<file path="src/rtl/mem_port_arbiter.sv">
// Two-port arbiter sharing the single-port memory bus between the CPU (port 0) and DMA/loader (port 1).
// Define ARB_ROUND_ROBIN_EN for alternating grants under contention; default is fixed priority to port 0.
module mem_port_arbiter #(
  parameter int AW      = 16,
  parameter int DW      = 32,
  parameter int MEM_LAT = 2
) (
  input  logic          clk,
  input  logic          rst_n,
  input  logic          p0_req,
  input  logic          p0_we,
  input  logic [AW-1:0] p0_addr,
  input  logic [DW-1:0] p0_wdata,
  output logic          p0_gnt,
  output logic          p0_done,
  output logic [DW-1:0] p0_rdata,
  input  logic          p1_req,
  input  logic          p1_we,
  input  logic [AW-1:0] p1_addr,
  input  logic [DW-1:0] p1_wdata,
  output logic          p1_gnt,
  output logic          p1_done,
  output logic [DW-1:0] p1_rdata,
  output logic [AW-1:0] mem_addr,
  output logic [DW-1:0] mem_wdata,
  output logic          mem_rd,
  output logic          mem_wr,
  input  logic [DW-1:0] mem_rdata,
  output logic          busy
);

  typedef enum logic [1:0] {
    IDLE   = 2'd0,
    ACCESS = 2'd1,
    DONE   = 2'd2
  } state_t;

  localparam logic [3:0] CNT_INIT = 4'(MEM_LAT - 1);

  state_t          state;
  state_t          state_nxt;
  logic            owner;
  logic            last;
  logic            lat_we;
  logic [AW-1:0]   lat_addr;
  logic [DW-1:0]   lat_wdata;
  logic [3:0]      cnt;
  logic            pick;
  logic            start;

  // Winner of the request sampled in IDLE: 0 = CPU port, 1 = DMA port.
  always_comb begin
`ifdef ARB_ROUND_ROBIN_EN
    if (p0_req && p1_req) begin
      pick = ~last;
    end else begin
      pick = ~p0_req;
    end
`else
    pick = ~p0_req;
`endif
  end

`ifndef ARB_ROUND_ROBIN_EN
  logic unused_last;
  assign unused_last = last;
`endif

  always_ff @(posedge clk or negedge rst_n) begin
    if (!rst_n) begin
      state <= IDLE;
    end else begin
      state <= state_nxt;
    end
  end

  always_comb begin
    state_nxt = state;
    start     = 1'b0;
    p0_gnt    = 1'b0;
    p1_gnt    = 1'b0;
    p0_done   = 1'b0;
    p1_done   = 1'b0;
    mem_rd    = 1'b0;
    mem_wr    = 1'b0;
    busy      = 1'b1;
    unique case (state)
      IDLE: begin
        busy = 1'b0;
        if (p0_req || p1_req) begin
          start     = 1'b1;
          state_nxt = ACCESS;
        end
      end
      ACCESS: begin
        p0_gnt = ~owner;
        p1_gnt = owner;
        mem_rd = ~lat_we;
        mem_wr = lat_we;
        if (cnt == 4'd0) begin
          state_nxt = DONE;
        end
      end
      DONE: begin
        p0_gnt    = ~owner;
        p1_gnt    = owner;
        p0_done   = ~owner;
        p1_done   = owner;
        state_nxt = IDLE;
      end
      default: begin
        state_nxt = IDLE;
      end
    endcase
  end

  // Requester inputs are latched at grant so the bus stays stable for the whole access.
  always_ff @(posedge clk or negedge rst_n) begin
    if (!rst_n) begin
      owner     <= 1'b0;
      last      <= 1'b1;
      lat_we    <= 1'b0;
      lat_addr  <= '0;
      lat_wdata <= '0;
      cnt       <= 4'd0;
      p0_rdata  <= '0;
      p1_rdata  <= '0;
    end else begin
      if (start) begin
        owner     <= pick;
        lat_we    <= pick ? p1_we    : p0_we;
        lat_addr  <= pick ? p1_addr  : p0_addr;
        lat_wdata <= pick ? p1_wdata : p0_wdata;
        cnt       <= CNT_INIT;
      end else if (state == ACCESS) begin
        if (cnt != 4'd0) begin
          cnt <= cnt - 4'd1;
        end else if (!lat_we) begin
          if (owner) begin
            p1_rdata <= mem_rdata;
          end else begin
            p0_rdata <= mem_rdata;
          end
        end
      end
      if (state == DONE) begin
        last <= owner;
      end
    end
  end

  assign mem_addr  = lat_addr;
  assign mem_wdata = lat_wdata;

endmodule

</file>
<file path="config.mk">
export PLATFORM = sky130hd
export DESIGN_NAME = mem_port_arbiter
export DESIGN_NICKNAME = d
export VERILOG_FILES = /design/src/rtl/mem_port_arbiter.sv
export SDC_FILE = /design/constraint.sdc
export NUM_CORES = 1
export LEC_CHECK = 0
export ABC_AREA = 1
export CAP_MARGIN = 20
export CORE_MARGIN = 3
export CORE_UTILIZATION = 45
export DETAILED_ROUTE_END_ITERATION = 16
export HOLD_SLACK_MARGIN = 0.08
export PLACE_DENSITY = 0.95
export SLEW_MARGIN = 20
export SYNTH_ARGS = -nofsm -noshare
export SYNTH_HDL_FRONTEND = slang
export SYNTH_SLANG_ARGS = --single-unit
</file>
<file path="constraint.sdc">
create_clock -name clk -period 5 [get_ports clk]
set_clock_uncertainty 0.2 [all_clocks]
set_input_delay 0.75 -clock clk [delete_from_list [all_inputs] [get_ports clk]]
set_output_delay 0.75 -clock clk [all_outputs]
set_load 0.01 [all_outputs]
</file>
== Word level (Yosys, flattened, before mapping) ==
Cells that the tools add are included.
Operators by class
  mux-type cells: 18
  add/subtract/negate cells: 1
  equal/unequal tests: 4
  bitwise gates (word level): 5
  reduce and logical (&&, ||, !) cells: 11
Operators with widths (number)
  $mux W32: 1
  $mux W16: 1
  $mux W4: 3
  $mux W1: 10
  $reduce_and A5 Y1: 2
  $not A1 Y1: 5
  $logic_not A4 Y1: 1
  $mux W2: 2
  $ne A2 B2 Y1 const B: 2
  $pmux W2 S2: 1
  $reduce_and A2 Y1: 2
  $reduce_bool A2 Y1: 2
  $reduce_bool A4 Y1: 1
  $sub A4 B1 Y4 const B: 1
  $eq A2 B1 Y1 const B: 1
  $eq A2 B2 Y1 const B: 1
  $logic_not A2 Y1: 1
  $reduce_or A2 Y1: 1
  $logic_or A1 B1 Y1: 1
Storage, ports and cells
  register bits: 120
  output and inout bits: 119
  bits of input ports: 134

== Longest topological paths before layout ==
Gate-level depths: netlist of the first run.
  word-level depth: 5
  mapped depth: 9

== Worst setup path after synthesis of the first run ==
No wires, ideal clock.
  kind: input port to flip-flop
  start point: input p0_req
  end point: register p0_rdata[0]
  buffers on the path: 2
  required time: 4.683 ns
  path slack: 3.151 ns
  cell stages on the path: 8
  arrival time: 1.532 ns
  library setup time: 0.117 ns
  cells stage by stage: buf_4 nor2_8 nor2_8 nor2_4 nand2_2 buf_2 nand2_1 nand2_1
On the way
  word-level cells in the longest chain between the ends: 5
Ends and longest elaborated chain
  from (decl): RTL line 10  | input logic p0_req,
  $logic_or A1 B1 Y1: RTL line 90  | if (p0_req || p1_req) begin
  $mux W1: RTL line 90
  $mux W1: RTL line 87  | unique case (state)
  $not A1 Y1 (no line)
  $reduce_and A5 Y1 (no line)
  to (signal assigned): RTL line 142  | p0_rdata <= mem_rdata;
  to (decl): RTL line 16  | output logic [DW-1:0] p0_rdata,
Every way passes these cells.
A chain may end at the register's enable or synchronous reset.

== Worst setup path after layout of the first run ==
  start point: input p1_req
  end point: register p1_rdata[23]
On the way
  word-level cells in the longest chain between the ends: 5
Ends and longest elaborated chain
  from (decl): RTL line 17  | input logic p1_req,
  $logic_or A1 B1 Y1: RTL line 90
  $mux W1: RTL line 90
  $mux W1: RTL line 87
  $not A1 Y1 (no line)
  $reduce_and A5 Y1 (no line)
  to (signal assigned): RTL line 140  | p1_rdata <= mem_rdata;
  to (decl): RTL line 23  | output logic [DW-1:0] p1_rdata,
Every way passes these cells.

==> reports/metrics.cfg, run 1 <==
[setup_path]
critPathMaxFanout=33
cp.required_ps=5090
crit_path_end_kind=flip-flop
arrival_ps=3040
r2r_cells=8
start_kind=input pin
path_class=in -> reg
rrSetupSlack_ps=2210

[power]
totalPowerFinal_mw=5.30
vdd_drop_max_uv=524
p_per_area_nw_per_um2=622
leakagePower_nw=3.84

[die]
die_area_sq_um=13400
io_pins=253
die_w_um=116
rows=39
core_sq_um=11600
start_util=0.466
die_h_um=116

[logic_synthesis]
synth_cells=613
synth_top_cell_area_share=0.554
synth-seq-cells=120
yosys_warnings=0
synth.distinct_cells=22
avgSynthCellArea_sq_um=8.84
synth-seq-area-share=0.554
netlist_area_sq_um=5420
synth_area_leaders=dfrtp_1 (55%), nand2_1 (10%), nor2_1 (7.0%), o21a_1 (6.7%), nand3_1 (6.5%)
synth_top_cell_by_area=dfrtp_1
synth_fp_nets=752

[timing]
finalCritPeriodShare=0.589
max_freq_mhz=339
drv_slew=0
finalHoldViolations=0
rsz0062_at_grt=no
finalSetupViolations=0
tns_ps=0
min_period_ps=2950
max-slew-margin-rel=0.395
tightest_slew_ps=907

[placed_design]
portBuffers=252
dpl.hpwl_um=11300
finalWeightedCongestion=0.819

[clocking]
clock-sinks=120
hold_buffers=0
cts_setup_buffers=0
cts_made_buffers=17
clock_latency_ps=410
cts_tree=done
cts.path.max_buffers=2
ctsResizeCount=0
htreeDepth=4
path_clk_slew_ps=60
root_buffer=clkbuf_16

[routing]
dr_wl_met2_um=8730
wl_met1_um=6140
routed.top_layer=met4
routedWlPerCell_um=16.6
wirelength_um=16600
vias=5192
post_drt_via_cell_ratio=5.18
wl_met3_um=974
drc=0
ant_nets=0
first_iter_violations=440
firstDrtPassIters=5

[final_layout]
drive_gt1_frac=0.0581
multi_input_area_sq_um=2080
nFillCells=832
area_growth_pct=57.1
nets=986
register_area_sq_um=3000
antenna_cells=0

[global_route]
antenna_found_initial=0
grt_pass1_wl_um=25900
grt_max_degree=102
grt_pass1_vias=5164
overflow=0
grt_util_all_layers=0.251

[job]
drv_cap=0

[worst_hold_path]
holdCritPathClass=in -> async

[outcome]
status=completed

sequential cells by signal (all words and copies together) (netlist names):
name	flops
p1_rdata	32
state	2
lat_we	1
p0_rdata	32
mem_wdata	32
mem_addr	16
owner	1
cnt	4
layout by cell type (no fill, tap or decap):
cell and instances:
o211ai_1 1, clkbuf_8 1, nand2_2 2, buf_6 1, buf_2 1, nand2_1 148
clkdlybuf4s50_1 250, nor2_8 2, nor2_1 101, xor2_1 1, clkinv_4 1, clkbuf_16 17
or2_2 1, nand3_1 70, bufinv_16 4, nor2_4 3, buf_4 4, clkinv_2 2
ha_1 5, dfrtp_1 120, o21ai_0 42, inv_2 4, inv_1 13, clkinvlp_4 4
inv_6 3, o21a_1 48, a21oi_1 1, o21ai_1 10
where the power goes:
| part | switching (mW) | internal [mW] | total [mW] | leakage [nW] |
|---|---|---|---|---|
| Combinational | 1.11 | 1.19 | 2.30 | 2.09 |
| Clock | 0.453 | 0.850 | 1.30 | 0.299 |
| Sequential | 0.266 | 1.43 | 1.69 | 1.45 |
worst max-delay path, cell delays in order:
cell             delay (ps)
clkdlybuf4s50_1         490
nor2_8                  170
nor2_8                   50
nor2_4                  620
nand2_2                 610
nand2_1                 230
nand2_1                  90
kinds of logic (layout without fill, tap and decap cells):
| kind of cell | Yosys count | after routing | synth area share |
|---|---|---|---|
| AND/OR/NAND/NOR | 327 | 327 | 0.253 |
| adder cells (fa/ha/maj) | 5 | 5 | 0.0116 |
| flip-flops | 120 | 120 | 0.554 |
| AO/OA/AOI/OAI | 102 | 102 | 0.117 |
| XOR/XNOR | 1 | 1 | 0.00162 |
| buffers and inverters | 58 | 305 | 0.0621 |
layer usage:
| layer | global-route usage | vias up |
|---|---|---|
| met5 | 0 | - |
| met4 | 0.138 | 0 |
| met3 | 0.0731 | 59 |
| met2 | 0.430 | 225 |
| met1 | 0.282 | 2456 |
| li1 | - | 2452 |
final cells by class:
type,instances,share of cell area
Timing Repair Buffer,256,0.299
Multi-Input combinational cell,435,0.245
Clock buffer,18,0.0516
Inverter,17,0.00750
Clock inverter,14,0.0229
Sequential cell,120,0.353
Tap cell,143,0.0210
per-stage QoR:
step / std cells / setup WS, ps / hold WS, ps / utilization / instance area (sq um)
finish: 1003 / 2050 / 181 / 0.733 / 8510
global route: 1003 / 1900 / 221 / 0.733 / 8510
CTS: 1003 / 2080 / 271 / 0.732 / 8510
detailed placement: 971 / 1660 / 257 / 0.678 / 7870
floorplan: 613 / 3150 / 254 / - / 5420
global placement: 971 / 1770 / 253 / 0.678 / 7870
final timing paths:
path | startpoint | end
setup / recovery | p1_req | p1_rdata[23]
hold / removal | rst_n | p0_rdata[18]
setup reg to reg | state[0] | p1_rdata[23]
hold reg to reg | p1_rdata[27] | p1_rdata[27]
max in group asynchronous | rst_n | mem_wdata[7]
min in group clk | p1_rdata[27] | p1_rdata[27]
cells in the mapped netlist:
library cell    n
nand2_1       148
dfrtp_1       120
nor2_1        101
nand3_1        70
o21a_1         48
o21ai_0        42
buf_2          14
inv_1          13
buf_4          11
o21ai_1        10
buf_6           8
clkbuf_1        8
ha_1            5
inv_2           4
nand2_2         2
nor2_4          2
nor2_8          2
a21oi_1         1
nor2_2          1
o211ai_1        1
or2_2           1
xor2_1          1
Note: power is estimated with default switching activity, not from simulation.
==> inputs of run 2 (changes only) <==
Settings changed: CORE_UTILIZATION 45 to 42, PLACE_DENSITY 0.95 to 0.91.
Clock period 5 ns to 2.8 ns, I/O delays scaled along.
==> run 2 against run 1 <==
Net effect:
- first-iteration DRC count up 5.5%
- combinational power up 80%
- worst hold slack improved by 45 ps
- register-to-register slack got worse by 1700 ps
- wire length increased by 0.34%
- final cell count grew 3.1%
- power grew 82%
- setup slack got worse by 1800 ps
- global-route usage fell by 1.8 points
- critical endpoint is now mem_rd
- highest routed layer unchanged
==> reports/metrics.cfg, run 2 (synthesized netlist as in run 1, its figures left out) <==
[setup_path]
r2r-end=p1_rdata[19]
path_class=reg -> out
crit_path_end_kind=primary output
start_kind=flip-flop
arrival_ps=1890  ; -1150 ps
critPathTopFamily=buffers and inverters
r2r_start=state[1]
critPathMostFrequentCell=inv_1
cp.required_ps=2180  ; -2910 ps
crit_slowest_cell=clkdlybuf4s50_1
crit_chain=inv_1 -> ha_1 -> nand2_1 -> inv_1 -> clkdlybuf4s50_1
max_stage_delay_ps=560  ; -60 ps
r2r_cells=7  ; -1
critPathBufInv=3  ; +2
rrSetupSlack_ps=510  ; -1700 ps
critPathMaxFanout=4  ; -88%

[final_layout]
drive_gt1_frac=0.0624  ; +0.00422
fin_cells=1034  ; +3.1%
register_area_sq_um=3000  ; unchanged
antenna_cells=0  ; unchanged
mostFrequentLayoutCell=clkdlybuf4s50_1
nets=992  ; +0.61%
multi_input_area_sq_um=2080  ; unchanged
area_growth_pct=59.9
design_area_sq_um=8660  ; +1.8%
layout_common_cells=clkdlybuf4s50_1 (250), nand2_1 (148), dfrtp_1 (120), nor2_1 (101), nand3_1 (70)
nFillCells=945  ; +14%

[routing]
vias=5148  ; -0.85%
routedWlPerCell_um=16.1  ; -2.7%
post_drt_via_cell_ratio=4.98  ; -3.8%
firstDrtPassIters=5  ; unchanged
ant_nets=0  ; unchanged
drc=0  ; unchanged
first_iter_violations=464  ; +5.5%
wirelength_um=16700  ; +0.34%

[global_route]
grt_pass1_wl_um=26200  ; +1.0%
grt_util_all_layers=0.233  ; -0.0184
grt_pass1_vias=5095  ; -1.3%
grt_max_degree=102  ; unchanged
overflow=0  ; unchanged
antenna_found_initial=0  ; unchanged

[placed_design]
dpl.hpwl_um=11800  ; +4.1%
place_inst=1001  ; +3.1%
place_ws_ps=543  ; -1120 ps
portBuffers=252  ; unchanged
placed_area_sq_um=7980  ; +1.4%
finalWeightedCongestion=0.872  ; +6.5%

[clocking]
clock-sinks=120  ; unchanged
htreeDepth=4  ; unchanged
cts_tree=done
cts_made_buffers=17  ; unchanged
root_buffer=clkbuf_16
path_clk_slew_ps=50  ; about the same
cts.path.max_buffers=2  ; unchanged
clock_latency_ps=400  ; about the same

[power]
seq_power_share=0.315  ; -0.005
p_clk_frac=0.254  ; +0.008
totalPowerFinal_mw=9.63  ; +82%
leakagePower_nw=3.90  ; +1.6%
vdd_drop_max_uv=598  ; +14%
p_switching_mw=3.23  ; +76%
internal-power_mw=6.39  ; +85%
power_frac_comb=0.431  ; -0.003
swShare=0.336  ; -0.0105
p_per_area_nw_per_um2=1110  ; +79%

[die]
core_sq_um=12300  ; +6.0%
die_w_um=120  ; +3.3%
die_area_sq_um=14300  ; +6.8%
rows=40  ; +2.6%
die_h_um=120  ; +3.3%
io_pins=253  ; unchanged
start_util=0.440  ; -0.0264

[outcome]
status=completed

[timing]
tightest_slew_ps=661  ; -247 ps
rsz0062_at_grt=no
setup_ws_ps=290  ; -1760 ps
finalCritPeriodShare=0.896
finalHoldViolations=0  ; unchanged
finalSetupViolations=0  ; unchanged
max_freq_mhz=398
min_period_ps=2510
max-slew-margin-rel=0.558  ; +0.163
tns_ps=0  ; unchanged
drv_slew=0  ; unchanged

[job]
drv_cap=0  ; unchanged

[worst_hold_path]
holdCritPathClass=in -> async

-- run 2: worst reg2reg max path, stage by stage (launching register included) --
cell and delay, ps:
dfrtp_1 400, inv_1 90, ha_1 220, nand2_1 120, nor2_4 370, nand2_2 490, nand2_1 210, nand2_1 80
-- run 2: how the worst max path moves through the flow --
stage          startpoint      endpoint  slack (ps)  depth (start not counted)
3_5_place_dp     state[1]   p0_rdata[3]         540                          7
4_1_cts          state[1]        mem_rd         290                          5
2_1_floorplan    state[0]  mem_addr[10]        1170                          7
3_3_place_gp       p1_req  p0_rdata[25]         580                          7
5_1_grt          state[1]        mem_rd         210                          5
6_report         state[1]        mem_rd         290                          5
-- run 2: per-stage QoR --
stage	utilization	hold slack [ps]
after global routing	0.703	234
after global placement	0.648	102
after CTS	0.703	198
final	0.703	225
after floorplan	-	-75.6
after detailed placement	0.648	95.1
-- run 2: power groups by stage --
stage | logic [mW] | clock network (mW) | registers, mW
2_1_floorplan | 1.58 | 0 | 3.35
4_1_cts | 4.19 | 2.49 | 3.03
6_report | 4.15 | 2.45 | 3.03
3_3_place_gp | 4.06 | 0 | 3.01
5_1_grt | 4.48 | 2.57 | 3.14
3_5_place_dp | 4.17 | 0 | 3.04
-- run 2: layer usage --
| metal | vias to the layer above | global-route usage | wire [um] |
|---|---|---|---|
| li1 | 2476 | - | - |
| met1 | 2441 | 0.269 | 6300 |
| met2 | 187 | 0.398 | 8840 |
| met3 | 44 | 0.0688 | 927 |
| met4 | 0 | 0.108 | 604 |
| met5 | - | 0 | 0 |
-- run 2: cell type report --
| cell class | count | area share |
|---|---|---|
| Inverter | 17 | 0.00737 |
| Tap cell | 168 | 0.0243 |
| Clock buffer | 22 | 0.0559 |
| Sequential cell | 120 | 0.347 |
| Multi-Input combinational cell | 435 | 0.240 |
| Timing Repair Buffer | 262 | 0.304 |
| Clock inverter | 10 | 0.0217 |
-- run 2: what timing repair did --
| action | 4_1_cts | 5_1_grt |
|---|---|---|
| endpoints found under the hold margin | 83 | 0 |
| gates resized for setup | 0 | 0 |
| hold buffers | 1 | 0 |
| buffers inserted | 0 | 0 |
==> inputs of run 3 (changes only) <==
Settings changed: CORE_MARGIN 3 to 10.
==> run 3 against run 2 <==
Net effect:
- sequential share of layout area about the same
- setup slack worse by 77 ps
- first-iteration DRC count down 27%
- register-to-register slack worse by 90 ps
- worst hold slack better by 43 ps
- largest cell class unchanged
==> reports/metrics.cfg, run 3 (synthesized netlist as in run 1, its figures left out) <==
[routing]
wirelength_um=18300  ; +9.9%
ant_nets=0  ; unchanged
drc=0  ; unchanged
routedWlPerCell_um=17.6  ; +9.5%
vias=5241  ; +1.8%
firstDrtPassIters=5  ; unchanged
post_drt_via_cell_ratio=5.05  ; +1.4%
first_iter_violations=340  ; -27%

[setup_path]
crit_path_end_kind=primary output
cp-endpoint=mem_rd
r2r_cells=7  ; unchanged
arrival_ps=1970  ; +80 ps
start_kind=flip-flop
critPathMaxFanout=4  ; unchanged
rrSetupSlack_ps=420  ; -90 ps
path_class=reg -> out
cp.required_ps=2180  ; about the same
crit_start=state[1]
r2r-end=p1_rdata[30]
r2r_start=state[1]

[clocking]
cts_tree=done
ctsResizeCount=0  ; unchanged
cts_made_buffers=17  ; unchanged
cts_setup_buffers=0  ; unchanged
clock_latency_ps=410  ; about the same
cts.path.max_buffers=2  ; unchanged
htreeDepth=4  ; unchanged
path_clk_slew_ps=60  ; about the same
root_buffer=clkbuf_16
clock-sinks=120  ; unchanged

[final_layout]
antenna_cells=0  ; unchanged
nFillCells=946  ; +0.11%
register_area_sq_um=3000  ; unchanged
area_growth_pct=60.0  ; about the same
drive_gt1_frac=0.0635  ; +0.00115
multi_input_area_sq_um=2080  ; unchanged
layout_common_cells=clkdlybuf4s50_1 (250), nand2_1 (148), dfrtp_1 (120), nor2_1 (101), nand3_1 (70)
mostFrequentLayoutCell=clkdlybuf4s50_1
nets=992  ; unchanged
design_area_sq_um=8670  ; about the same

[timing]
finalCritPeriodShare=0.924  ; +0.0275
finalHoldViolations=0  ; unchanged
max-slew-margin-rel=0.417  ; -0.141
tns_ps=0  ; unchanged
tightest_slew_ps=875  ; +214 ps
min_period_ps=2590  ; +77.0 ps
drv_slew=0  ; unchanged
finalSetupViolations=0  ; unchanged
hold_slack_ps=268  ; +42.9 ps
rsz0062_at_grt=no
max_freq_mhz=387  ; -3.0%

[placed_design]
portBuffers=252  ; unchanged
placed_area_sq_um=7980  ; about the same
finalWeightedCongestion=0.851  ; -2.3%
dpl.hpwl_um=13400  ; +14%

[die]
rows=41  ; +2.5%
start_util=0.429  ; -0.0107
die_w_um=134  ; +12%
core_sq_um=12600  ; +2.5%
die_area_sq_um=17800  ; +25%
io_pins=253  ; unchanged
die_h_um=134  ; +12%

[global_route]
grt_util_all_layers=0.206  ; -0.0271
grt_max_degree=121  ; +19%
overflow=0  ; unchanged
grt_pass1_vias=5345  ; +4.9%
antenna_found_initial=0  ; unchanged
grt_pass1_wl_um=28800  ; +10%

[power]
leakagePower_nw=3.91  ; about the same
totalPowerFinal_mw=9.71  ; +0.89%
vdd_drop_max_uv=599  ; about the same
p_per_area_nw_per_um2=1120  ; +0.82%

[outcome]
status=completed

[worst_hold_path]
holdCritPathClass=reg -> reg

[job]
drv_cap=0  ; unchanged

[run 3: cell types whose count changed in the layout (fill, tap and decap cells not counted), sizes merged]
cell,delta
clkbuf,-1
clkinv,+3
inv,-2
[run 3: worst min-delay path by stage]
stage | from | to | slack, ps | depth (start not counted)
after CTS | p0_rdata[7] | p0_rdata[7] | 270 | 2
after detailed placement | p1_rdata[0] | p1_rdata[0] | 260 | 2
after global routing | mem_wdata[31] | mem_wdata[31] | 300 | 1
final | p0_rdata[0] | p0_rdata[0] | 270 | 2
after floorplan | rst_n | cnt[0] | -80 | 0
after global placement | p0_rdata[14] | p0_rdata[14] | 250 | 2
[run 3: final cells by class]
cell class                      count  share of cell area
Sequential cell                   120               0.346
Timing Repair Buffer              262               0.303
Multi-Input combinational cell    435               0.240
Clock buffer                       21              0.0554
Tap cell                          172              0.0248
Clock inverter                     11              0.0222
Inverter                           17             0.00736
[run 3: repair_timing]
action                                  in CTS  in global routing
hold endpoints to repair                   120                  0
hold buffers                                 1                  0
endpoints found under the setup margin       0                  0
[run 3: worst max-delay path, cell delays in order (launching register included)]
cell	delay, ps
dfrtp_1	400
inv_1	80
ha_1	250
nand2_1	150
inv_1	80
clkdlybuf4s50_1	580
[run 3: metal layers]
metal / vias up / global-route usage / part of all wire
met2: 199 / 0.359 / 0.53
met5: - / 0 / 0
li1: 2474 / - / -
met3: 48 / 0.0613 / 0.061
met1: 2520 / 0.217 / 0.36
met4: 0 / 0.112 / 0.040
[run 3: metrics by stage]
| step | std cells | utilization | setup slack (ps) |
|---|---|---|---|
| global placement | 1005 | 0.633 | 439 |
| detailed placement | 1005 | 0.633 | 388 |
| global route | 1038 | 0.687 | 96.0 |
| floorplan | 613 | - | 1170 |
| CTS | 1038 | 0.687 | 201 |
| finish | 1038 | 0.687 | 213 |
[run 3: where the power goes]
part           total (mW)  leakage, nW  internal, mW  switching, mW
Sequential           3.03         1.45          2.55          0.476
Clock                2.45        0.325          1.67          0.780
Combinational        4.23         2.13          2.18           2.05
Total                9.71         3.91          6.41           3.31
